==> src/rtl/ball_step_gen_if.sv <==
// Button-request / step-pulse bundle for ball_step_gen.
// The slave side is the step generator; the master side drives the buttons.
interface ball_step_gen_if;
    logic       enable;
    logic       btn_xinc;
    logic       btn_xdec;
    logic       btn_yinc;
    logic       btn_ydec;
    logic       x_increment;
    logic       x_decrement;
    logic       y_increment;
    logic       y_decrement;
    logic [1:0] repeating;

    modport slave (
        input  enable,
        input  btn_xinc,
        input  btn_xdec,
        input  btn_yinc,
        input  btn_ydec,
        output x_increment,
        output x_decrement,
        output y_increment,
        output y_decrement,
        output repeating
    );

    modport master (
        output enable,
        output btn_xinc,
        output btn_xdec,
        output btn_yinc,
        output btn_ydec,
        input  x_increment,
        input  x_decrement,
        input  y_increment,
        input  y_decrement,
        input  repeating
    );
endinterface

==> src/rtl/ball_step_gen.sv <==
// Ball step generator: one step pulse per press, then auto-repeat while held.
// Axis 0 is x, axis 1 is y; both axes run the same independent FSM.
module ball_step_gen #(
    parameter int SIMULATE      = 0,
    parameter int DELAY_CYCLES  = 50_000_000,
    parameter int REPEAT_CYCLES = 20_000_000
) (
    input  logic           clk,
    input  logic           reset,
    ball_step_gen_if.slave bus
);
    localparam int DLY = (SIMULATE != 0) ? 10 : DELAY_CYCLES;
    localparam int RPT = (SIMULATE != 0) ? 4 : REPEAT_CYCLES;
    localparam logic [25:0] DLY_M1 = 26'(DLY - 1);
    localparam logic [25:0] RPT_M1 = 26'(RPT - 1);

    typedef enum logic [1:0] {
        IDLE,
        DELAY,
        REPEAT
    } state_t;

    state_t      state_q [2];
    state_t      state_d [2];
    logic [25:0] cnt_q   [2];
    logic [25:0] cnt_d   [2];

    logic [1:0] dir_q;
    logic [1:0] dir_d;
    logic [1:0] inc_q;
    logic [1:0] dec_q;
    logic [1:0] inc_d;
    logic [1:0] dec_d;
    logic [1:0] pulse;
    logic [1:0] req;
    logic [1:0] req_dir;

    // Per-axis request: exactly one direction held and stepping enabled.
    always_comb begin
        req[0]     = bus.enable & (bus.btn_xinc ^ bus.btn_xdec);
        req[1]     = bus.enable & (bus.btn_yinc ^ bus.btn_ydec);
        req_dir[0] = bus.btn_xinc;
        req_dir[1] = bus.btn_yinc;
    end

    // Next state, counter and pulse for each axis.
    always_comb begin
        for (int i = 0; i < 2; i++) begin
            state_d[i] = state_q[i];
            cnt_d[i]   = cnt_q[i];
        end
        dir_d = dir_q;
        pulse = 2'b00;
        for (int i = 0; i < 2; i++) begin
            unique case (state_q[i])
                IDLE: begin
                    if (req[i]) begin
                        pulse[i]   = 1'b1;
                        state_d[i] = DELAY;
                        cnt_d[i]   = DLY_M1;
                        dir_d[i]   = req_dir[i];
                    end
                end
                DELAY, REPEAT: begin
                    if (!req[i]) begin
                        state_d[i] = IDLE;
                        cnt_d[i]   = '0;
                    end else if (req_dir[i] != dir_q[i]) begin
                        // Reversal while held restarts as a fresh press.
                        pulse[i]   = 1'b1;
                        state_d[i] = DELAY;
                        cnt_d[i]   = DLY_M1;
                        dir_d[i]   = req_dir[i];
                    end else if (cnt_q[i] == '0) begin
                        pulse[i]   = 1'b1;
                        state_d[i] = REPEAT;
                        cnt_d[i]   = RPT_M1;
                    end else begin
                        cnt_d[i] = cnt_q[i] - 26'd1;
                    end
                end
                default: begin
                    state_d[i] = IDLE;
                    cnt_d[i]   = '0;
                end
            endcase
        end
        inc_d = pulse & dir_d;
        dec_d = pulse & ~dir_d;
    end

    // State, counter, direction and registered pulse outputs.
    always_ff @(posedge clk) begin
        if (!reset) begin
            for (int i = 0; i < 2; i++) begin
                state_q[i] <= IDLE;
                cnt_q[i]   <= '0;
            end
            dir_q <= 2'b00;
            inc_q <= 2'b00;
            dec_q <= 2'b00;
        end else begin
            for (int i = 0; i < 2; i++) begin
                state_q[i] <= state_d[i];
                cnt_q[i]   <= cnt_d[i];
            end
            dir_q <= dir_d;
            inc_q <= inc_d;
            dec_q <= dec_d;
        end
    end

    assign bus.x_increment  = inc_q[0];
    assign bus.x_decrement  = dec_q[0];
    assign bus.y_increment  = inc_q[1];
    assign bus.y_decrement  = dec_q[1];
    assign bus.repeating[0] = (state_q[0] == REPEAT);
    assign bus.repeating[1] = (state_q[1] == REPEAT);
endmodule

==> src/flat_wrapper.sv <==
// flat-port wrapper written by rule: the top's interface ports become plain ports
module ball_step_gen_flat 
#(
    parameter int SIMULATE      = 0,
    parameter int DELAY_CYCLES  = 50_000_000,
    parameter int REPEAT_CYCLES = 20_000_000
)
  (clk, reset, bus_enable, bus_btn_xinc, bus_btn_xdec, bus_btn_yinc, bus_btn_ydec, bus_x_increment, bus_x_decrement, bus_y_increment, bus_y_decrement, bus_repeating);
  ball_step_gen_if bus_i ();
  input  logic clk;
  input  logic reset;
  input wire logic [$bits(bus_i.enable)-1:0] bus_enable;
  input wire logic [$bits(bus_i.btn_xinc)-1:0] bus_btn_xinc;
  input wire logic [$bits(bus_i.btn_xdec)-1:0] bus_btn_xdec;
  input wire logic [$bits(bus_i.btn_yinc)-1:0] bus_btn_yinc;
  input wire logic [$bits(bus_i.btn_ydec)-1:0] bus_btn_ydec;
  output wire logic [$bits(bus_i.x_increment)-1:0] bus_x_increment;
  output wire logic [$bits(bus_i.x_decrement)-1:0] bus_x_decrement;
  output wire logic [$bits(bus_i.y_increment)-1:0] bus_y_increment;
  output wire logic [$bits(bus_i.y_decrement)-1:0] bus_y_decrement;
  output wire logic [$bits(bus_i.repeating)-1:0] bus_repeating;
  assign bus_i.enable = bus_enable;
  assign bus_i.btn_xinc = bus_btn_xinc;
  assign bus_i.btn_xdec = bus_btn_xdec;
  assign bus_i.btn_yinc = bus_btn_yinc;
  assign bus_i.btn_ydec = bus_btn_ydec;
  assign bus_x_increment = bus_i.x_increment;
  assign bus_x_decrement = bus_i.x_decrement;
  assign bus_y_increment = bus_i.y_increment;
  assign bus_y_decrement = bus_i.y_decrement;
  assign bus_repeating = bus_i.repeating;
  ball_step_gen #(.SIMULATE(SIMULATE), .DELAY_CYCLES(DELAY_CYCLES), .REPEAT_CYCLES(REPEAT_CYCLES)) u_core (.clk(clk), .reset(reset), .bus(bus_i));
endmodule
==> config.mk <==
export PLATFORM = sky130hd
export DESIGN_NAME = ball_step_gen_flat
export DESIGN_NICKNAME = d
export VERILOG_FILES = /design/src/rtl/ball_step_gen_if.sv /design/src/rtl/ball_step_gen.sv /design/src/flat_wrapper.sv
export SDC_FILE = /design/constraint.sdc
export NUM_CORES = 1
export LEC_CHECK = 0
export BUFFER_PORTS_ARGS = -buffer_cell sky130_fd_sc_hd__buf_2
export CAP_MARGIN = 20
export CORE_UTILIZATION = 45
export CTS_BUF_LIST = sky130_fd_sc_hd__clkbuf_8
export CTS_CLUSTER_DIAMETER = 120
export DETAILED_ROUTE_END_ITERATION = 12
export GPL_TIMING_DRIVEN = 1
export PLACE_DENSITY = 0.71
export SYNTH_ARGS = -nofsm -noshare
export SYNTH_HDL_FRONTEND = slang
export SYNTH_SLANG_ARGS = --single-unit
==> constraint.sdc <==
create_clock -name clk -period 2.65 [get_ports clk]
set_clock_uncertainty 0.05 [all_clocks]
set_input_delay 0.3975 -clock clk [delete_from_list [all_inputs] [get_ports clk]]
set_output_delay 0.3975 -clock clk [all_outputs]
set_load 0.005 [all_outputs]
==> impl_table.tex <==
\begin{tabular}{lr}
\hline
Metric & Value \\
\hline
\multicolumn{2}{l}{\textbf{Status}} \\
Outcome & finished, final reports clean \\
\multicolumn{2}{l}{\textbf{Clock network}} \\
Clock transition at the register clock pins on the worst setup and hold paths after CTS & about 0.080 ns \\
CTS tree & built \\
Insertion delay of the later-clocked pin in the worst-skew pair & 0.35 ns \\
CTS Hold Buffers Added & 0 \\
Clock sinks & 62 \\
H-tree level count & 3 \\
Worst-case clock buffer depth & 2 \\
Cell at the root of the clock tree & clkbuf\_8 \\
Number of buffers inserted by post-CTS setup repair & 0 \\
Inserted Clock Buffers & 9 \\
\multicolumn{2}{l}{\textbf{GRT}} \\
Pin count of the biggest net entering global routing & 22 \\
First-pass GRT wire length & between 15,000 and 20,000 microns \\
All-layer global routing usage & 23.78\% \\
Number of global-route vias before repair & 3,487 \\
Global route total overflow & 0 \\
Antenna violations before repair & 0 \\
\multicolumn{2}{l}{\textbf{Die}} \\
Vertical die dimension & a little over 90 microns \\
Std-Cell Rows & 32 \\
Die width & slightly above 90 microns \\
Top-level port count & 13 \\
Initial core utilization & between 40\% and 50\% \\
Core footprint & between 0.007 and 0.008 sq mm \\
Area of the die & between 0.008 and 0.009 sq mm \\
\multicolumn{2}{l}{\textbf{Routing}} \\
Starting DRT DRC Count & approximately 190 \\
Wirelength, routed & 9460 microns \\
Via total after detailed routing & approximately 3,700 \\
Drt first pass iters & 5 \\
Vias per Instance & approximately 6.3 \\
Per-cell routed wire length & approximately 16 microns \\
DRC violation count after routing & 0 \\
ANT nets after route & 0 \\
\multicolumn{2}{l}{\textbf{Placement}} \\
Instance area at placement & 0.003870 sq mm \\
Number of port buffers & 12 \\
Pre-CTS worst setup slack & around 0.16 ns \\
Final weighted congestion in routability-driven placement & around 0.9 \\
Detailed placer's ending HPWL & just under 7000 microns \\
\multicolumn{2}{l}{\textbf{Yosys}} \\
Synthesized area per cell & $\sim$7.9 sq um \\
Fraction of registers with async set/reset & 0\% \\
Syn nets & 471 \\
Post-synthesis cell type count & 62 \\
Number of warnings issued by yosys & 0 \\
Post-synthesis cell area & around 0.0036 sq mm \\
Share of synthesized area occupied by flip-flops and latches & 34.38\% \\
Synthesized instance count & $\sim$460 \\
Number of synthesized flops with an enable pin & 0 \\
Number of storage elements in the synthesis netlist & 62 \\
Prevailing post-synth register cell & dfxtp\_1 \\
\multicolumn{2}{l}{\textbf{Worst setup path}} \\
Startpoint class of the critical path & register \\
Largest driver fanout on the critical path & 9 \\
Crit path required time & 2.89 ns \\
Reg-to-reg setup timing slack & approximately 0.23 ns \\
Capture point of the worst reg-to-reg path & u\_core.cnt\_q[0][21] \\
Crit path DAT & between 2 and 3 ns \\
Type of destination of the critical path & register \\
Critical setup path kind & register to register \\
Depth of the most critical reg-to-reg path & 5 \\
Start of the worst register-to-register path & u\_core.cnt\_q[0][12] \\
\multicolumn{2}{l}{\textbf{STA}} \\
Setup slack of the critical path after layout & 0.2253 ns \\
Final hold violation count & 0 \\
Max transition margin & about 56\% \\
Post-route worst hold slack & about 0.36 ns \\
Final min period & 2.425 ns \\
Max-slew violations & 0 \\
Tcrit/Tclk final & about nine tenths \\
Setup repair after global routing missed its margin & no \\
Number of setup violations in the final report & 0 \\
Maximum clock rate & 412.4 MHz \\
Setup TNS Final & 0 ns \\
Actual slew at the worst max-slew pin & about 0.66 ns \\
\multicolumn{2}{l}{\textbf{Final layout}} \\
Signed area change from the synthesized netlist to the final layout & 12.17\% \\
Nets & roughly 500 \\
Antenna diode instance count & 0 \\
Fraction of layout instances using a drive strength above 1 & between 10 and 15\% \\
Number of fill cells in the layout & around 700 \\
Final design instance area without fill & 0.004049 sq mm \\
\multicolumn{2}{l}{\textbf{Hold path}} \\
Hold path start & reset \\
Min-Delay Endpoint & u\_core.cnt\_q[0][42] \\
Hold-critical path depth & 2 \\
Type of the most critical hold path & primary input to register \\
\multicolumn{2}{l}{\textbf{Run}} \\
Number of max-cap violations & 0 \\
\multicolumn{2}{l}{\textbf{Pwr}} \\
Max rail drop VDD & 0.2950 mV \\
Leakage & around 1.6 nW \\
PD cells & $\sim$900 mW/mm\^{}2 \\
\hline
\end{tabular}
-- power breakdown --
group	internal, mW	switching [mW]
Clock	0.338	0.401
Sequential	1.09	0.179
Combinational	0.653	1.03
-- Yosys cell counts, types with 3 or more instances --
cell	number	area share (%)
a41oi_1	3	0.73
nor4_1	12	2.1
and2_1	5	0.87
nand2_1	29	3.0
o21ai_0	47	6.5
xnor2_1	4	0.97
or4_1	9	1.9
inv_1	13	1.4
o31a_1	3	0.73
nand3_1	10	1.4
a21oi_1	31	4.3
nor4_2	4	1.4
nor3_1	25	3.5
nand4_1	10	1.7
o22ai_1	4	0.69
a31o_2	3	0.73
o211ai_1	6	1.2
ha_1	8	2.8
a211o_1	5	1.2
a21o_1	7	1.5
a22o_1	3	0.73
dfxtp_1	62	34
a31oi_1	9	1.6
and3_1	5	0.87
a21boi_0	8	1.7
nor2_1	41	4.3
clkbuf_1	19	2.0
nand2b_1	4	0.69
o311ai_0	4	0.97
or3_1	7	1.2
o41ai_1	5	1.2
nor2b_1	3	0.52
o21ai_1	4	0.55
-- flip-flops by register name, indices dropped and copies added, names as in the netlist --
name and count:
u_core.state_q 4, u_core.dec_q 2, u_core.cnt_q 52, u_core.dir_q 2
u_core.inc_q 2
-- per-stage QoR --
stage	std cells	utilization [%]	power, mW
after floorplan	456	-	2.425
after global placement	569	50.08	2.904
after detailed placement	569	50.08	2.934
after CTS	585	52.35	3.681
after global routing	585	52.40	3.967
final	585	52.40	3.695
-- logic make-up (layout without fill, tap and decap cells) --
kind of cell	Yosys count	after routing	share of synthesized area (%)
AOI/OAI and AO/OA	163	163	30.26
xor gates and xnor gates	6	6	1.456
adders and majority gates	8	8	2.773
buffers and inverters	37	64	4.021
DFF	62	62	34.38
muxes	2	2	0.5546
and+or+nand+nor	178	178	26.55
-- critical path: stages, from the launching register on --
cell and delay (ns):
dfxtp_1 0.37, or4_1 0.56, or4_1 0.62, o31ai_2 0.49, o21ai_0 0.18, nand3_1 0.11
-- how the worst max path moves through the flow --
stage / start / endpoint / slack [ns] / cells after the start
after floorplan: u_core.cnt_q[0][26] / u_core.state_q[0][3] / 0.33 / 7
after global placement: u_core.cnt_q[0][12] / u_core.cnt_q[0][9] / 0.29 / 5
after detailed placement: u_core.cnt_q[0][26] / u_core.cnt_q[0][30] / 0.16 / 7
after CTS: u_core.cnt_q[0][26] / u_core.cnt_q[0][46] / 0.15 / 7
after global routing: u_core.cnt_q[0][12] / u_core.cnt_q[0][24] / 0.004 / 5
final: u_core.cnt_q[0][12] / u_core.cnt_q[0][21] / 0.23 / 5
-- layout by cell type, fill, tap and decap left out, types with 4 or more instances in the layout --
| cell type | instances |
|---|---|
| buf_4 | 22 |
| and2_1 | 5 |
| o22ai_1 | 4 |
| a31oi_1 | 9 |
| or4_1 | 9 |
| o311ai_0 | 4 |
| nand2_1 | 29 |
| nand3_1 | 10 |
| and3_1 | 5 |
| inv_1 | 13 |
| dfxtp_1 | 62 |
| a21boi_0 | 8 |
| a211o_1 | 5 |
| a21o_1 | 7 |
| o21ai_0 | 47 |
| nor4_1 | 12 |
| nor4_2 | 4 |
| o41ai_1 | 5 |
| o211ai_1 | 6 |
| clkbuf_8 | 9 |
| clkinvlp_4 | 5 |
| ha_1 | 8 |
| nand2b_1 | 4 |
| buf_2 | 12 |
| nand4_1 | 10 |
| nor2_1 | 41 |
| or3_1 | 7 |
| xnor2_1 | 4 |
| nor3_1 | 25 |
| a21oi_1 | 31 |
-- metal layers --
layer | up-vias | track usage (%) | part of all wire [%]
li1 | 1792 | - | -
met1 | 1745 | 31.53 | 48
met2 | 111 | 37.16 | 45
met3 | 15 | 4.606 | 5.3
met4 | 0 | 10.85 | 1.7
met5 | - | 0 | 0
-- timing repair --
item                                    4_1_cts  5_1_grt
resized for setup                             0        1
hold endpoints to repair                      0        0
endpoints found under the setup margin        0        3
-- cell type report --
cell class	count	area, sq um	area share (%)
clock buffer	9	123.9	3.059
clock inverter	7	51.30	1.267
inverter	14	52.55	1.298
multi-input combinational	357	2227	55.01
sequential	62	1241	30.66
tap	102	127.6	3.152
timing repair buffer	34	225.2	5.562
(Power assumes the default switching activity.)
